===== config.mk =====
export PLATFORM = sky130hd
export DESIGN_NAME = cpu_sequencer
export DESIGN_NICKNAME = d
export VERILOG_FILES = /design/src/rtl/cpu_sequencer.sv
export SDC_FILE = /design/constraint.sdc
export NUM_CORES = 1
export LEC_CHECK = 0
export BUFFER_PORTS_ARGS = -buffer_cell sky130_fd_sc_hd__buf_2
export CORE_MARGIN = 2
export CORE_UTILIZATION = 36
export DETAILED_ROUTE_END_ITERATION = 7
export PLACE_DENSITY = 0.66
export SYNTH_ARGS = -nofsm -noshare
export SYNTH_HDL_FRONTEND = slang
export SYNTH_SLANG_ARGS = --single-unit

===== constraint.sdc =====
create_clock -name clk -period 2.1 [get_ports clk]
set_clock_uncertainty 0.15 [all_clocks]
set_input_delay 0.21 -clock clk [delete_from_list [all_inputs] [get_ports clk]]
set_output_delay 0.21 -clock clk [all_outputs]
set_load 0.1 [all_outputs]

===== src/rtl/cpu_sequencer.sv =====
// Multi-cycle fetch/decode/execute/writeback sequencer owning pc, ir and datapath strobes.
// Optional single-step start input is enabled with `define CPU_SEQ_STEP_EN.
module cpu_sequencer #(
    parameter int PC_W    = 4,
    parameter int INSTR_W = 16
) (
    input  logic               clk,
    input  logic               reset,
    input  logic               i_run,
`ifdef CPU_SEQ_STEP_EN
    input  logic               i_step,
`endif
    input  logic [INSTR_W-1:0] i_imem_rdata,
    input  logic               i_zero_flag,
    output logic [PC_W-1:0]    o_imem_addr,
    output logic               o_imem_rd,
    output logic [PC_W-1:0]    o_pc,
    output logic [INSTR_W-1:0] o_ir,
    output logic [2:0]         o_state,
    output logic               o_alu_en,
    output logic               o_rf_we,
    output logic               o_halted,
    output logic [15:0]        o_retire_cnt
);

    typedef enum logic [2:0] {
        S_IDLE      = 3'd0,
        S_FETCH     = 3'd1,
        S_DECODE    = 3'd2,
        S_EXECUTE   = 3'd3,
        S_WRITEBACK = 3'd4,
        S_HALT      = 3'd5
    } state_t;

    localparam logic [3:0] OP_JMP  = 4'hC;
    localparam logic [3:0] OP_JZ   = 4'hD;
    localparam logic [3:0] OP_HALT = 4'hF;

    state_t             r_state;
    logic [PC_W-1:0]    r_pc;
    logic [INSTR_W-1:0] r_ir;
    logic [15:0]        r_retire_cnt;
    logic               r_taken;
    logic               r_imem_rd;
    logic               r_alu_en;
    logic               r_rf_we;
    logic               r_halted;
    logic [3:0]         w_opcode;
    logic               w_start;

    assign w_opcode = r_ir[INSTR_W-1 -: 4];

`ifdef CPU_SEQ_STEP_EN
    logic r_step_d;
    // A held step must be released before it can start another instruction.
    assign w_start = i_run | (i_step & ~r_step_d);

    always_ff @(posedge clk or posedge reset) begin
        if (reset) r_step_d <= 1'b0;
        else       r_step_d <= i_step;
    end
`else
    assign w_start = i_run;
`endif

    // Strobes are set on the transition into their state, so each is high exactly in that state.
    always_ff @(posedge clk or posedge reset) begin
        if (reset) begin
            r_state      <= S_IDLE;
            r_pc         <= '0;
            r_ir         <= '0;
            r_retire_cnt <= '0;
            r_taken      <= 1'b0;
            r_imem_rd    <= 1'b0;
            r_alu_en     <= 1'b0;
            r_rf_we      <= 1'b0;
            r_halted     <= 1'b0;
        end else begin
            r_imem_rd <= 1'b0;
            r_alu_en  <= 1'b0;
            r_rf_we   <= 1'b0;
            case (r_state)
                S_IDLE: begin
                    if (w_start) begin
                        r_state   <= S_FETCH;
                        r_imem_rd <= 1'b1;
                    end
                end
                S_FETCH: begin
                    r_state <= S_DECODE;
                end
                S_DECODE: begin
                    r_ir     <= i_imem_rdata;
                    r_state  <= S_EXECUTE;
                    r_alu_en <= 1'b1;
                end
                S_EXECUTE: begin
                    if (w_opcode == OP_JZ) r_taken <= i_zero_flag;
                    if (w_opcode == OP_HALT) begin
                        r_state  <= S_HALT;
                        r_halted <= 1'b1;
                    end else begin
                        r_state <= S_WRITEBACK;
                        r_rf_we <= (w_opcode != OP_JMP) && (w_opcode != OP_JZ);
                    end
                end
                S_WRITEBACK: begin
                    if ((w_opcode == OP_JMP) || ((w_opcode == OP_JZ) && r_taken))
                        r_pc <= r_ir[PC_W-1:0];
                    else
                        r_pc <= r_pc + PC_W'(1);
                    r_retire_cnt <= r_retire_cnt + 16'd1;
                    if (i_run) begin
                        r_state   <= S_FETCH;
                        r_imem_rd <= 1'b1;
                    end else begin
                        r_state <= S_IDLE;
                    end
                end
                S_HALT: begin
                    r_state <= S_HALT;
                end
                default: begin
                    r_state <= S_IDLE;
                end
            endcase
        end
    end

    assign o_imem_addr  = r_pc;
    assign o_imem_rd    = r_imem_rd;
    assign o_pc         = r_pc;
    assign o_ir         = r_ir;
    assign o_state      = r_state;
    assign o_alu_en     = r_alu_en;
    assign o_rf_we      = r_rf_we;
    assign o_halted     = r_halted;
    assign o_retire_cnt = r_retire_cnt;

endmodule


# Word level (Yosys, flattened, before mapping)
# Cells that the tools add are included.
word_totals:
  reg_bits: 44
  in_bits: 20
  output_inout_bits: 47
  elab_cells: 39
op_classes:
  n_addsub: 2
  eq_ne: 11
  muxes: 10
  reduce_logical: 7
ops:
  columns: ["operator", "count"]
  rows:
  - ["3-bit one-hot mux with 6 select lines", 1]
  - ["16-bit by 1-bit adder with 16-bit output, second input constant", 1]
  - ["4-bit == test, second input constant", 3]
  - ["4-bit inequality test, second input constant", 2]
  - ["1-bit two-way mux", 7]
  - ["3-bit by 2-bit == test with 1-bit output, second input constant", 2]
  - ["3-bit == test, second input constant", 2]
  - ["4-bit by 1-bit adder with 4-bit output, second input constant", 1]
  - ["4-bit two-way mux", 1]
  - ["2-bit AND reduction", 2]
  - ["3-bit by 1-bit == test with 1-bit output, second input constant", 1]
  - ["3-bit logical NOT", 1]
  - ["3-bit two-way mux", 1]
  - ["1-bit logical AND", 2]
  - ["2-bit inequality test, second input constant", 1]
  - ["2-bit OR reduction", 1]
  - ["1-bit logical OR", 1]

# Longest topological paths before layout
depth:
  ltp_word: 4
  ltp_mapped: 7
  ltp_nobuf: 5

# Worst setup path before layout
# Ideal clock, no wire load.
synth_path:
  path_kind: "reg-to-reg"
  from: "register r_state[1], in the netlist o_state[1]"
  to: "register r_ir[15], in the netlist o_ir[15]"
  setup_time_ns: 0.126
  arrival_ns: 2.175
  required_ns: 1.824
  path_slack_ns: -0.350
  stages_incl_launch_ff: 7
  n_path_buf: 3
  period_less_slack_ns: 2.450
  path_cell_list: "dfrtp_1 -> buf_2 -> and2b_1 -> and2b_1 -> buf_2 -> buf_4 -> mux2_2"
synth_via:
  elab_chain_cells: 1
synth_lines:
  columns: ["item", "line", "rtl"]
  rows:
  - ["start: declaration", "39", "state_t r_state;"]
  - ["start signal: assignment", "69", "r_state <= S_IDLE;"]
  - ["start signal: assignment", "85", "r_state <= S_FETCH;"]
  - ["start signal: assignment", "90", "r_state <= S_DECODE;"]
  - ["3-bit by 2-bit == test with 1-bit output", "82", "case (r_state)"]
  - ["end signal: assignment", "93", "r_ir <= i_imem_rdata;"]
  - ["end: declaration", "41", "logic [INSTR_W-1:0] r_ir;"]
# No other way between the ends.
# A chain may end at the register's enable or synchronous reset.

# Worst setup path in the final report
layout_path:
  from: "register r_state[0], in the netlist o_state[0]"
  to: "register r_retire_cnt[7], in the netlist o_retire_cnt[7]"
layout_via:
  elab_chain_cells: 1
layout_lines:
  columns: ["item", "line", "rtl"]
  rows:
  - ["3-bit == test", "82", null]
  - ["end signal: assignment", "112", "r_retire_cnt <= r_retire_cnt + 16'd1;"]
  - ["end: declaration", "42", "logic [15:0] r_retire_cnt;"]
# No other way between the ends.

==> impl_results.md <==
- Status: complete, no violations
- Max FO, Critical Path: 10
- Routability cong.: 0.7475
- H-Tree Depth: 2
- Largest net degree at the start of global routing: 29
- Die X: 77.30 um
- Max Cap Viol: 0
- DIE HEIGHT: 77.30 um
- Sequential area share after synthesis: 56.92%
- Gate Count Post-Synth: 158
- Max-slew violations: 0
- Hold Crit Start: i_run
- Post-synth ARST share: 100.0%
- Clk buf depth: 2
- Worst setup SP type: flip-flop
- Fmax: 537.7 MHz
- Kind of cell adding the most delay to the critical path: simple AND/OR/NAND/NOR gates
- Clock latency at the later pin of the worst-skew pair: 0.30 ns
- Setup crit end kind: flip-flop
- Kind of critical path: reg2reg
- Post-route DRC violation count: 0
- Share of cells above drive strength 1: a little over two fifths
- Post-synth EDFFs: 0
- Setup tns final: 0 ns
- Sequential Area: 1114 um^2
- Reg-to-Reg Start: o_state[0]
- Rows: 26
- CTS resizes: 0
- Setup Viol. Count Final: 0
- Slew margin rel.: 60.93%
- CP arrival: 1.94 ns
- Crit path time final: ~1.9 ns
- Die ar.: 5975 um^2
- WP data required: 2.18 ns
- Vias in the first global route: 1413
- Root Driver: clkbuf_8
- Hold Buf Count CTS: 18
- Critical path origin: o_state[0]
- Unrepaired setup endpoints after global routing: false
- Crit-path cells: or3b_1 > nor2_4 > and4_4 > xor2_2
- CTS buffer count: 5
- Total GRT Usage: 14.58%
- CP max stage delay: 0.53 ns
- Initial antenna violation count: 0
- First-pass GRT wire length: 6810 um
- Main synth FF type: dfrtp_1
- Post-DR vias/cell: about 4.6
- Final ANT Viol Nets: 0
- Initial Util: ~38%
- Pre-Repair DR Iteration Count: 2
- Post-CTS setup buffer count: 0
- Setup slack, reg-to-reg: 0.24 ns
- Tcrit/Tclk final: about nine tenths
- Yosys Warn Count: 0
- Netlist Area Pre-Place: 1934 um^2
- Global route total overflow: 0
- CP max-delay cell: dfrtp_4
- Hold crit path type: in2reg
- Syn Nets: 180
- Final net count: 265
- CTS clock-pin slew for the worst setup and hold paths: 0.09 ns
- CP Buf/Inv Count: 0
- Final hold violations: 0
- Ports: 67
- Post-Syn Area per Cell: 12.24 um^2
- # clock sinks: 44
- Antenna Cells: 0
- #FFs+latches synth: 44
- CTS tree: built
- Wire per inst: 12.69 um
- Slew @ Worst Pin: 0.5852 ns
- Number of distinct library cells after synthesis: 37
- Multi-input gate area: 744.5 um^2
- Area added between synthesis and finish: 33.64%
- Post-Route WL: 3986 um
- DR iter-0 viols: 64
- Via count: 1438
- Core Area: 5140 um^2
- Detailed placement HPWL: ~2700 um
- # fillers: 498
- I/O Buffers: 66
-- sequential cells by signal, indices dropped and copies added, names as in the netlist, 3 cells and up --
name and cells:
o_state 3, o_imem_addr 4, o_retire_cnt 16, o_ir 16
-- per-layer routing --
metal  global-route usage, %  vias to the layer above  wire [um]
met1                   17.64                      683       1793
met5                       0                        -          0
met3                   4.118                        5        213
li1                        -                      710          -
met4                   5.893                        0         50
met2                   24.43                       40       1928
-- cells in the mapped netlist (all sizes together), types with 3 or more instances --
cell type | instances | area share [%]
xnor2 | 14 | 6.3
nand3 | 8 | 2.1
mux2i | 3 | 1.6
nor2 | 7 | 1.9
buf | 9 | 3.6
dfrtp | 44 | 57
nor2b | 3 | 0.97
nand2 | 14 | 2.7
nor3 | 3 | 1.0
nand4 | 5 | 1.6
mux2 | 15 | 8.7
inv | 5 | 0.97
o21ai | 4 | 1.0
-- per-stage QoR --
step	setup slack, ns	instances	utilization (%)	instance area (um^2)	hold slack, ns
finish	0.2401	314	50.29	2585	0.04728
global route	0.1358	314	50.29	2585	0.04099
global placement	0.2577	288	45.08	2317	0.1678
CTS	0.2242	314	50.29	2585	0.03118
detailed placement	0.2271	288	45.08	2317	0.1590
floorplan	0.002281	158	-	1947	0.1768
-- cells by family (layout without fill, tap and decap cells) --
kind of cell             Yosys count  count (layout)  synth area share, %
AND/OR/NAND/NOR                   53              53                15.65
flip-flops                        44              44                56.92
multiplexers                      18              18                10.28
XOR/XNOR                          16              16                7.633
buffers and inverters             14             100                4.593
AO/OA/AOI/OAI                     11              11                3.622
adder cells (fa/ha/maj)            2               2                1.293
-- cell type report --
cell class,instances,area share (%)
inverters,5,0.7260
well taps,70,3.388
multi-input cells,100,28.80
clock inverters,3,0.7260
flip-flops and latches,44,43.08
repair buffers,87,20.62
clock buffers,5,2.662
-- placed cells by master, fill, tap and decap left out, types with 2 or more instances in the layout --
cell type,Yosys,routed
dlygate4sd3_1,0,18
mux2i_1,3,3
buf_2,2,66
ha_1,2,2
buf_4,5,3
inv_1,5,4
clkinv_2,0,2
o21ai_0,4,4
a21oi_1,2,2
mux2_2,15,15
nor2b_1,3,3
nand3_1,8,8
nor3_1,2,2
dfrtp_1,44,38
and2b_1,2,2
clkbuf_8,0,5
a22oi_1,2,2
and3_1,2,2
nand2_1,14,14
dfrtp_4,0,2
nand4_1,5,5
xnor2_1,14,14
nor2_1,5,5
dfrtp_2,0,4
-- path summary, 6_finish.rpt --
path,endpoint,cells past startpoint
max,o_retire_cnt[7],4
min,o_imem_rd,2
max reg2reg,o_retire_cnt[7],4
min reg2reg,o_halted,1
max in group asynchronous,o_ir[14],4
min in group asynchronous,o_retire_cnt[13],3
Power is left out: the tool's default activity adds up to more than one toggle a clock period on the data nets, which glitch-free logic cannot reach.
